$ cat src/rtl/mfp_sprite_fetch.sv
// Scanline sprite engine: walks the attribute table on each line start, keeps up to MAX_SLOTS row bitmaps in a double-buffered line buffer, and answers per-pixel queries from the front bank.
// Latency: a scan takes 2*NUM_SPRITES + 2*accepted cycles after line_start; the pixel query result is registered and appears one cycle after pix_x.
// Backpressure: none. The RAM read port has a fixed 1-cycle latency with no handshake, and a line_start during a scan aborts the scan and restarts it.
//
// Ports:
//   HCLK, HRESET             clock, synchronous active-high reset
//   line_start, line_y       swap banks and scan for line_y (sampled on the pulse)
//   SPRITE_ADDR, SPRITE_DATA sprite RAM read port (byte address out, word back one cycle later)
//   pix_x                    pixel column queried against the front bank
//   pixel_on, pixel_color    registered query result (lowest slot wins)
//   busy, overflow           scan in progress; last completed scan had more visible sprites than slots

module mfp_sprite_fetch #(
    parameter int          NUM_SPRITES = 32,
    parameter int          MAX_SLOTS   = 8,
    parameter logic [11:0] ATTR_BASE   = 12'h000,
    parameter logic [11:0] IMG_BASE    = 12'h400
) (
    input  logic        HCLK,
    input  logic        HRESET,
    input  logic        line_start,
    input  logic [9:0]  line_y,
    output logic [11:0] SPRITE_ADDR,
    input  logic [31:0] SPRITE_DATA,
    input  logic [9:0]  pix_x,
    output logic        pixel_on,
    output logic [5:0]  pixel_color,
    output logic        busy,
    output logic        overflow
);

    localparam int IW = (NUM_SPRITES > 1) ? $clog2(NUM_SPRITES) : 1;
    localparam int SW = (MAX_SLOTS > 1) ? $clog2(MAX_SLOTS) : 1;
    localparam int CW = $clog2(MAX_SLOTS + 1);
    localparam logic [IW-1:0] LAST_IDX   = IW'(NUM_SPRITES - 1);
    localparam logic [CW-1:0] SLOTS_FULL = CW'(MAX_SLOTS);

    typedef struct packed {
        logic        vld;
        logic [9:0]  x;
        logic [5:0]  col;
        logic [15:0] bits;
    } slot_t;

    typedef enum logic [2:0] {
        IDLE,
        ATTR_ADDR,
        ATTR_CHK,
        ROW_ADDR,
        ROW_CAP
    } state_t;

    state_t        state;
    slot_t         slots [2][MAX_SLOTS];
    logic          bank_sel;     // front bank index; the back bank is ~bank_sel
    logic [IW-1:0] idx;
    logic [CW-1:0] slot_cnt;
    logic [9:0]    scan_y;
    logic [9:0]    cur_x;
    logic [5:0]    cur_col;
    logic          cur_odd;      // dy[0]: which half of the image word holds the row
    logic          pend_ovf;

    // Attribute decode, valid while in ATTR_CHK (SPRITE_DATA holds the attribute word).
    logic [9:0]  attr_dy;
    logic        attr_vis;
    logic        slots_full;
    logic [11:0] attr_addr_next;
    logic [11:0] row_addr;

    assign attr_dy        = scan_y - SPRITE_DATA[25:16];
    assign attr_vis       = SPRITE_DATA[31] && (attr_dy < 10'd16);
    assign slots_full     = (slot_cnt == SLOTS_FULL);
    assign attr_addr_next = ATTR_BASE + 12'({idx + 1'b1, 2'b00});
    assign row_addr       = IMG_BASE + {2'b00, SPRITE_DATA[30:26], 5'b00000}
                                     + {7'b0000000, attr_dy[3:1], 2'b00};

    always_ff @(posedge HCLK) begin
        if (HRESET) begin
            state       <= IDLE;
            bank_sel    <= 1'b0;
            idx         <= '0;
            slot_cnt    <= '0;
            scan_y      <= '0;
            cur_x       <= '0;
            cur_col     <= '0;
            cur_odd     <= 1'b0;
            pend_ovf    <= 1'b0;
            SPRITE_ADDR <= '0;
            busy        <= 1'b0;
            overflow    <= 1'b0;
            for (int b = 0; b < 2; b++) begin
                for (int s = 0; s < MAX_SLOTS; s++) begin
                    slots[b][s] <= '0;
                end
            end
        end else if (line_start) begin
            // Also the abort path: the partially built back bank becomes the front,
            // and overflow keeps the value of the last completed scan.
            bank_sel <= ~bank_sel;
            for (int s = 0; s < MAX_SLOTS; s++) begin
                slots[bank_sel][s].vld <= 1'b0;
            end
            slot_cnt    <= '0;
            idx         <= '0;
            pend_ovf    <= 1'b0;
            scan_y      <= line_y;
            SPRITE_ADDR <= ATTR_BASE;
            busy        <= 1'b1;
            state       <= ATTR_ADDR;
        end else begin
            case (state)
                IDLE: begin
                    state <= IDLE;
                end
                ATTR_ADDR: begin
                    state <= ATTR_CHK;
                end
                ATTR_CHK: begin
                    cur_x   <= SPRITE_DATA[9:0];
                    cur_col <= SPRITE_DATA[15:10];
                    cur_odd <= attr_dy[0];
                    if (attr_vis && slots_full) begin
                        pend_ovf <= 1'b1;
                    end
                    if (attr_vis && !slots_full) begin
                        SPRITE_ADDR <= row_addr;
                        state       <= ROW_ADDR;
                    end else if (idx == LAST_IDX) begin
                        // Not taking the first branch with attr_vis set means the slots were full.
                        overflow <= pend_ovf | attr_vis;
                        busy     <= 1'b0;
                        state    <= IDLE;
                    end else begin
                        idx         <= idx + 1'b1;
                        SPRITE_ADDR <= attr_addr_next;
                        state       <= ATTR_ADDR;
                    end
                end
                ROW_ADDR: begin
                    state <= ROW_CAP;
                end
                ROW_CAP: begin
                    slots[~bank_sel][slot_cnt[SW-1:0]] <= '{
                        vld:  1'b1,
                        x:    cur_x,
                        col:  cur_col,
                        bits: cur_odd ? SPRITE_DATA[31:16] : SPRITE_DATA[15:0]
                    };
                    slot_cnt <= slot_cnt + 1'b1;
                    if (idx == LAST_IDX) begin
                        overflow <= pend_ovf;
                        busy     <= 1'b0;
                        state    <= IDLE;
                    end else begin
                        idx         <= idx + 1'b1;
                        SPRITE_ADDR <= attr_addr_next;
                        state       <= ATTR_ADDR;
                    end
                end
                default: begin
                    state <= IDLE;
                end
            endcase
        end
    end

    // Pixel query on the front bank. The loop walks from the highest slot down so
    // that the lowest hitting slot (lowest sprite index) is assigned last and wins.
    logic       hit;
    logic [5:0] hit_col;
    logic [9:0] dx;

    always_comb begin
        hit     = 1'b0;
        hit_col = '0;
        dx      = '0;
        for (int s = MAX_SLOTS - 1; s >= 0; s--) begin
            dx = pix_x - slots[bank_sel][s].x;
            if (slots[bank_sel][s].vld && (dx < 10'd16) &&
                slots[bank_sel][s].bits[4'd15 - dx[3:0]]) begin
                hit     = 1'b1;
                hit_col = slots[bank_sel][s].col;
            end
        end
    end

    always_ff @(posedge HCLK) begin
        if (HRESET) begin
            pixel_on    <= 1'b0;
            pixel_color <= '0;
        end else begin
            pixel_on    <= hit;
            pixel_color <= hit_col;
        end
    end

endmodule
$ cat config.mk
export PLATFORM = sky130hd
export DESIGN_NAME = mfp_sprite_fetch
export DESIGN_NICKNAME = d
export VERILOG_FILES = /design/src/rtl/mfp_sprite_fetch.sv
export SDC_FILE = /design/constraint.sdc
export NUM_CORES = 1
export LEC_CHECK = 0
export ABC_AREA = 1
export CAP_MARGIN = 0
export CORE_ASPECT_RATIO = 0.8
export CORE_MARGIN = 4
export CORE_UTILIZATION = 60
export CTS_CLUSTER_DIAMETER = 30
export CTS_CLUSTER_SIZE = 30
export DETAILED_ROUTE_END_ITERATION = 16
export PLACE_DENSITY = 0.86
export SLEW_MARGIN = 0
export SYNTH_ARGS = -nofsm -noshare
export SYNTH_HDL_FRONTEND = slang
export SYNTH_SLANG_ARGS = --single-unit
$ cat constraint.sdc
create_clock -name HCLK -period 14.57 [get_ports HCLK]
set_clock_uncertainty 0.1 [all_clocks]
set_input_delay 2.914 -clock HCLK [delete_from_list [all_inputs] [get_ports HCLK]]
set_output_delay 2.914 -clock HCLK [all_outputs]
set_load 0.02 [all_outputs]
Yosys cells after proc, flatten, opt, wreduce, memory -nomap -nowiden
Memory sizes are Yosys's and may differ from the RTL's. A register that Yosys moved wholly into a read port is not among the register bits.
Cells that the tools add are included.
{"block": "word_totals", "inputBits": 55, "wordCells": 171, "out_inout_bits": 21, "ramBits": 528, "ff_bits": 62, "memories": 1}
{"memory": "slots", "depth": 2, "width": 264, "read_ports": 1, "rd_clocked_by_memory_dff": 1, "write_ports": 2, "line": "54", "text": "slot_t slots [2][MAX_SLOTS];"}
{"block": "op_classes", "magnitude_cmp": 19, "muxes": 70, "bitwise": 4, "addsub": 21, "n_eq_ne": 10, "n_reduce_logical": 31}
{"op": "$mux W264", "count": 4}
{"op": "$reduce_or A264 Y1", "count": 2}
{"op": "$demux W33 S3", "count": 1}
{"op": "$lt A10 B5 Y1 const B", "count": 9}
{"op": "$sub A10 B10 Y10", "count": 9}
{"op": "$mux W6", "count": 8}
{"op": "$lt A4 B5 Y1 const B", "count": 8}
{"op": "$mux W1", "count": 36}
{"op": "$mux W33", "count": 1}
{"op": "$bmux W1 S4", "count": 8}
{"op": "$sub A4 B4 Y4 const A", "count": 8}
{"op": "$mux W12", "count": 2}
{"op": "$pmux W12 S2", "count": 1}
{"op": "$logic_and A1 B1 Y1", "count": 20}
{"op": "$mux W16", "count": 1}
{"op": "$add A11 B10 Y12 const A", "count": 1}
{"op": "$add A12 B5 Y12", "count": 1}
{"op": "$pmux W3 S4", "count": 1}
{"op": "$mux W5", "count": 2}
{"op": "$pmux W5 S2", "count": 1}
{"op": "$reduce_and A2 Y1", "count": 4}
{"op": "$eq A3 B2 Y1 const B", "count": 2}
{"op": "$ne A2 B2 Y1 const B", "count": 3}
{"op": "$add A5 B1 Y5 const B", "count": 1}
{"op": "18 further kinds", "count": 21}

Depth between registers and ports, before layout
Gate-level depths: netlist of the first run.
{"block": "depth", "word_depth": 13, "mapped_depth": 28, "mapped_depth_nobuf": 22}

Worst setup path after synthesis of the first run
Ideal clock, no wire load.
{"block": "synth_timing", "path_kind": "input to register", "from": "input port line_start", "to": "memory slots[1][0] (netlist bit), enable pin", "n_path_buf": 0, "t_arrival_ns": 6.276, "slack_ns": 7.724, "setup_time_ns": 0.470, "stages": 7, "required_time_ns": 14.000, "cell_sequence": "nor2_1 > inv_1 > nor2_2 > inv_1 > nand2_1 > inv_1 > a211oi_1"}
{"element": "start, declared", "line": "21", "text": "input logic line_start,"}
{"element": "end, declared", "line": "54"}

Worst setup path after layout of the first run
{"block": "layout_timing", "from": "input port pix_x[1]", "to": "register pixel_color[3]"}
{"block": "layout_via", "elab_chain_cells": 13, "elab_cells_between_ends": 64, "classes_between": "add/sub (16); order compare (8); mux (24); reduce/logical (16)"}
{"element": "start, declared", "line": "25", "text": "input logic [9:0] pix_x,"}
{"element": "$sub A10 B10 Y10", "line": "179", "text": "dx = pix_x - slots[bank_sel][s].x;"}
{"element": "$sub A4 B4 Y4", "line": "181", "text": "slots[bank_sel][s].bits[4'd15 - dx[3:0]]) begin"}
{"element": "$bmux W1 S4", "line": "181"}
{"element": "$mux W1 (not written as such)", "line": "181"}
{"element": "$logic_and A1 B1 Y1", "line": "180", "text": "if (slots[bank_sel][s].vld && (dx < 10'd16) &&"}
{"element": "$mux W6 (7 in series)", "line": "180"}
{"element": "$mux W6 (*)", "line": "180"}
{"element": "end signal, assigned", "line": "194", "text": "pixel_color <= hit_col;"}
{"element": "end, declared", "line": "27", "text": "output logic [5:0] pixel_color,"}
Every way passes the cells marked *; elsewhere a longest branch is shown, timed or not. The select of a mux whose other input is x is not followed.
A chain may end at the register's enable or synchronous reset.

==> results of run 1 <==
[routing by layer]
metal  global-route usage, %  vias to the layer above  part of all wire [%]
met3                    10.0                      338                    15
met2                    52.2                     1814                    45
met4                    15.1                        0                   4.9
li1                        -                    10100                     -
met1                    45.3                    10900                    36
met5                       0                        -                     0
[worst max path at each step]
stage	startpoint	endpoint	cells past startpoint
5_1_grt	pix_x[1]	pixel_color[5]	18
3_5_place_dp	pix_x[1]	pixel_color[3]	18
2_1_floorplan	line_start	slots[1][0]	7
6_report	pix_x[1]	pixel_color[3]	18
4_1_cts	pix_x[1]	pixel_color[3]	18
3_3_place_gp	pix_x[1]	pixel_color[2]	18
[flip-flops by register name (all words and copies together), names as in the netlist, 3 cells and up, named ones only]
signal,count
state,3
scan_y,10
slot_cnt,4
slots,528
cur_col,6
pixel_color,6
idx,5
SPRITE_ADDR,12
cur_x,10
[cells by family after synthesis]
kind of cell | Yosys count | synth area share (%)
adder cells (fa/ha/maj) | 94 | 4.34
buffers and inverters | 340 | 4.96
AO/OA/AOI/OAI | 344 | 6.80
XOR/XNOR | 55 | 1.68
AND/OR/NAND/NOR | 1393 | 19.8
flip-flops | 591 | 59.7
multiplexers | 79 | 2.76
[power by group through the flow]
stage	registers [mW]	logic [mW]	clock network, mW
after floorplan	1.96	0.363	0
after global placement	1.96	0.501	0
after detailed placement	1.97	0.517	0
after CTS	1.94	0.524	2.29
after global routing	1.94	0.585	2.38
final	1.94	0.538	2.29
[critical path: stages]
cell	delay, ns
clkdlybuf4s50_1	1.16
inv_1	0.29
fa_1	0.54
xnor2_1	0.33
inv_1	0.12
nand3_1	0.11
nand2_1	0.06
nand2_1	0.07
nand2_1	0.05
nor2_1	0.38
nand2_1	0.36
nand2_1	0.31
nand3_1	0.11
nand3_1	0.10
nand3_1	0.08
nand2_1	0.12
nand2_1	0.06
a21oi_1	0.16
[metrics by stage]
stage          instances  instance area (µm²)  hold slack (ns)  util [%]  worst slack, ns
6_report            3712                33400            0.361      70.8             7.71
5_1_grt             3712                33400            0.380      70.8             7.45
4_1_cts             3711                33400            0.358      70.7             7.83
3_3_place_gp        3527                30100            0.333      63.8             7.46
3_5_place_dp        3527                30100            0.349      63.8             7.25
2_1_floorplan       2896                28700            0.324         -             7.72
[layout make-up]
| cell class | instances | area, µm² | share of cell area [%] |
|---|---|---|---|
| Sequential cell | 591 | 17100 | 51.3 |
| Timing Repair Buffer | 124 | 1150 | 3.45 |
| Tap cell | 620 | 776 | 2.32 |
| Clock buffer | 113 | 2580 | 7.73 |
| Multi-Input combinational cell | 1965 | 10200 | 30.6 |
| Inverter | 228 | 858 | 2.57 |
| Clock inverter | 71 | 692 | 2.07 |
[cells in the mapped netlist, types with 7 or more instances]
library cell  number  area (µm²)
a22oi_1           24         180
nand3_1          196         981
edfxtp_1         528       15900
buf_2             27         135
inv_1            200         751
nor2_1           395        1480
or2_2             11        68.8
xnor2_1            9        78.8
ha_1              85        1060
a21oi_1          173         866
inv_2              7        26.3
a22o_1             8        70.1
buf_4             20         150
nor3_1            16        80.1
nand4_1           26         163
o21bai_1          10        75.1
fa_1               9         180
clkinv_1          21        78.8
xor2_1            46         403
nand2_1          726        2730
mux2i_1           79         791
nand3b_1          10        75.1
clkbuf_1          41         154
o21ai_0           81         405
buf_1             19        71.3
dfxtp_1           63        1260
o21ai_1           10        50.1
==> flow_summary.toml, run 1 <==
[floorplan]
dieWidth_um = 252
fp.dieH_um = 204
die_area_mm2 = 0.0514
core_mm2 = 0.0472
rows = 71
num_io_pins = 76
start_util_pct = 60.8

[pwr]
p_seq_share_pct = 40.7
power_switching_mw = 1.26
power_leakage_nw = 13.3
vdd_drop_max_mv = 0.142
swShare_pct = 26.5
clkPwrFrac_pct = 48.1
p_per_area_mw_per_mm2 = 143
p_int_mw = 3.50
total_power_mw = 4.76
pwr-share-comb_pct = 11.3

[sta]
hold_viol = 0
maxSlewViolCount = 0
clock.fmax_mhz = 146
grt_setup_unrepaired = "false"
min_period_over_period_pct = 47.1
tightest_slew_ns = 1.26
period_needed_ns = 6.86
slew_headroom_pct = 15.8
fin_setup_tns_ns = 0
setup_viol = 0

[hold_path]
whs_endpoint = "cur_col[3]"
min-delay-start = "cur_col[3]"
holdPathStages = 2
min_path_type = "flip-flop to flip-flop"

[clock_tree]
cts_root_buffer = "clkbuf_16"
clk_latency_ns = 0.64
cts_resized = 0
clkTransAtPathRegs_ns = 0.05
cts_setup_buffers = 0
cts_tree = "done"
cts_buffer_depth = 3
holdBufCountCts = 0
htreeDepth = 3
cts_sinks = 591
cts-buffers-inserted = 99

[global_routing]
gr-usage-all-layers_pct = 34.0
first_global_vias = 22800
overflow = 0
antenna_found_initial = 2
grt_pass1_wl_um = 132000
grt_max_degree = 152

[final_layout]
fill_cells = 3227
nNetsFinal = 3158
drive_above_1_share_pct = 8.05
area_delta_synth_final_pct = 16.4
diodes = 0
mostFrequentLayoutCell = "nand2_1"
final_cell_mix = "nand2_1 (726), edfxtp_1 (528), nor2_1 (391)"

[setup_path]
rrSetupSlack_ns = 8.86
reg2reg_to = "pixel_color[3]"
r2r_cells = 19
cp.arrival_ns = 7.33
crit_type = "input pin to flip-flop"
crit_required_ns = 15.04
end_kind = "flip-flop"
critPathMaxFanout = 15
critPathLaunchType = "input pin"

[route]
drt_iter0_drc = 3528
vias = 23200
wl_per_cell_um = 23.6
dr.pass1.iters = 9
drtAntennaViolNets = 0
route.detailed.drc = 0
routed_wirelength_um = 87600
vias_per_cell = 6.24

[synthesis]
syn_nets = 3045
ys.flop_type = "edfxtp_1"
synth_area_mm2 = 0.0287
ys_warn_count = 0
synth_edf_count = 528
ys_ff_latch = 591
ys_seq_area_share_pct = 59.7
post_synth_num_cell_types = 53
synth_cells = 2896
async_reset_ff_share_pct = 0
syn_avg_cell_area_um2 = 9.91

[place]
place.port_buffers = 75
place_congestion = 1.01
dp_hpwl_um = 56100

[flow_run]
cap_violations = 0

[outcome]
status = "completed"
(Power assumes the default switching activity.)
==> inputs of run 2 (changes only) <==
Clock period 14.57 ns to 7 ns, I/O delays scaled along.
==> flow_summary.toml, run 2 (synthesis results as in run 1) <==
[final_layout]
mostFrequentLayoutCell = "nand2_1"
largest_reg_flops = 528
final_cell_mix = "nand2_1 (726), edfxtp_1 (528), nor2_1 (391)"
reg_top3 = "slots: 528 flops, SPRITE_ADDR: 12 flops"
fill_cells = 3233
drive_above_1_share_pct = 7.29
nNetsFinal = 3142
regMostFlops = "slots"
area_delta_synth_final_pct = 16.0

[floorplan]
die_area_mm2 = 0.0514
num_io_pins = 76
core_mm2 = 0.0472
start_util_pct = 60.8
rows = 71
fp.dieH_um = 204
dieWidth_um = 252

[sta]
period_needed_ns = 5.28
fin_setup_tns_ns = 0
setup_viol = 0
min_period_over_period_pct = 75.4
clock.fmax_mhz = 189
grt_setup_unrepaired = "false"
finalWorstSetupSlack_ns = 1.72
slew_headroom_pct = 14.6
maxSlewViolCount = 0
tightest_slew_ns = 1.28
hold_viol = 0

[clock_tree]
htreeDepth = 3
cts_buffer_depth = 3
cts-buffers-inserted = 96
cts_sinks = 591
clk_latency_ns = 0.66
cts_resized = 0
clkTransAtPathRegs_ns = 0.05
holdBufCountCts = 0
cts_root_buffer = "clkbuf_16"
cts_setup_buffers = 0
cts_tree = "done"

[route]
routed_wirelength_um = 84400
dr.pass1.iters = 6
drtAntennaViolNets = 0
wl_per_cell_um = 22.8
route.detailed.drc = 0
drt_iter0_drc = 3927
vias_per_cell = 6.18
vias = 22800

[setup_path]
cp_cell_sequence = "buf_12 > o21ai_0 > inv_1 > fa_1 > inv_1 > nand3_1 > nand3_1 > nand2_1 > nand2_1 > nand2_1 > nor2_1 > nand2_1 > nand2_1 > nand3_1 > nand3_1 > nand3_1 > nand3_1 > nand2_1 > a21oi_1"
critPathLaunchType = "flip-flop"
crit_type = "flip-flop to flip-flop"
slowest_stage = "buf_12"
max_stage_delay_ns = 0.74
cpLargestDelayFamily = "simple AND/OR/NAND/NOR gates"
worst-path-buf-inv = 3
critPathMaxFanout = 182
cp.arrival_ns = 5.73
crit_required_ns = 7.45
end_kind = "flip-flop"

[outcome]
status = "completed"

[place]
dpl_worst_slack_ns = 1.64
place.port_buffers = 75
dp_hpwl_um = 54100
place_congestion = 0.947

[global_routing]
gr-usage-all-layers_pct = 32.4
first_global_vias = 22400
overflow = 0
antenna_found_initial = 0
grt_pass1_wl_um = 127000
grt_max_degree = 183

[pwr]
power_leakage_nw = 13.2
total_power_mw = 9.95
vdd_drop_max_mv = 0.218
p_per_area_mw_per_mm2 = 299

[flow_run]
cap_violations = 0

[hold_path]
min_path_type = "flip-flop to flip-flop"
## run 2: worst paths after layout
| kind | end | from | slack, ns | cells after the start |
|---|---|---|---|---|
| setup / recovery | pixel_color[0] | flip-flop | 1.72 | 19 |
| hold / removal | SPRITE_ADDR[1] | SPRITE_ADDR[1] | 0.35 | 2 |
| setup reg to reg | pixel_color[0] | flip-flop | 1.72 | 19 |
| hold reg to reg | SPRITE_ADDR[1] | SPRITE_ADDR[1] | 0.35 | 2 |
## run 2: worst reg2reg max path: stages, from the launching register on
cell     delay [ns]
dfxtp_4        0.71
buf_12         0.78
o21ai_0        0.54
inv_1          0.15
fa_1           0.52
inv_1          0.17
nand3_1        0.10
nand3_1        0.07
nand2_1        0.05
nand2_1        0.07
nand2_1        0.05
nor2_1         0.41
nand2_1        0.40
nand2_1        0.33
nand3_1        0.11
nand3_1        0.10
nand3_1        0.08
nand3_1        0.15
nand2_1        0.11
a21oi_1        0.17
## run 2: final cells by class
cell class | instances | area [µm²] | area share (%)
Sequential cell | 591 | 17100 | 51.4
Antenna cell | 2 | 5.00 | 0.0150
Clock buffer | 115 | 2560 | 7.68
Timing Repair Buffer | 111 | 1030 | 3.10
Clock inverter | 63 | 722 | 2.17
Inverter | 228 | 858 | 2.58
Tap cell | 620 | 776 | 2.33
Multi-Input combinational cell | 1965 | 10200 | 30.7
## run 2: report_power, final
part / internal, mW / switching [mW] / total [mW]
Combinational: 0.362 / 0.769 / 1.13
Sequential: 3.98 / 0.0516 / 4.03
Clock: 3.08 / 1.70 / 4.78
Total: 7.43 / 2.52 / 9.95
## run 2: metal layers
metal	share of wire (%)	up-vias	track usage (%)
met5	0	-	0
met4	4.4	0	13.4
met3	14	295	7.98
met2	44	1755	50.2
met1	38	10700	44.3
li1	-	10100	-
## run 2: stage by stage
step | cell area [µm²] | std cells | hold slack [ns] | util [%]
finish | 33300 | 3695 | 0.353 | 70.6
CTS | 33300 | 3693 | 0.356 | 70.6
global route | 33300 | 3693 | 0.369 | 70.6
floorplan | 28700 | 2896 | 0.324 | -
detailed placement | 30000 | 3515 | 0.346 | 63.6
global placement | 30000 | 3515 | 0.331 | 63.6
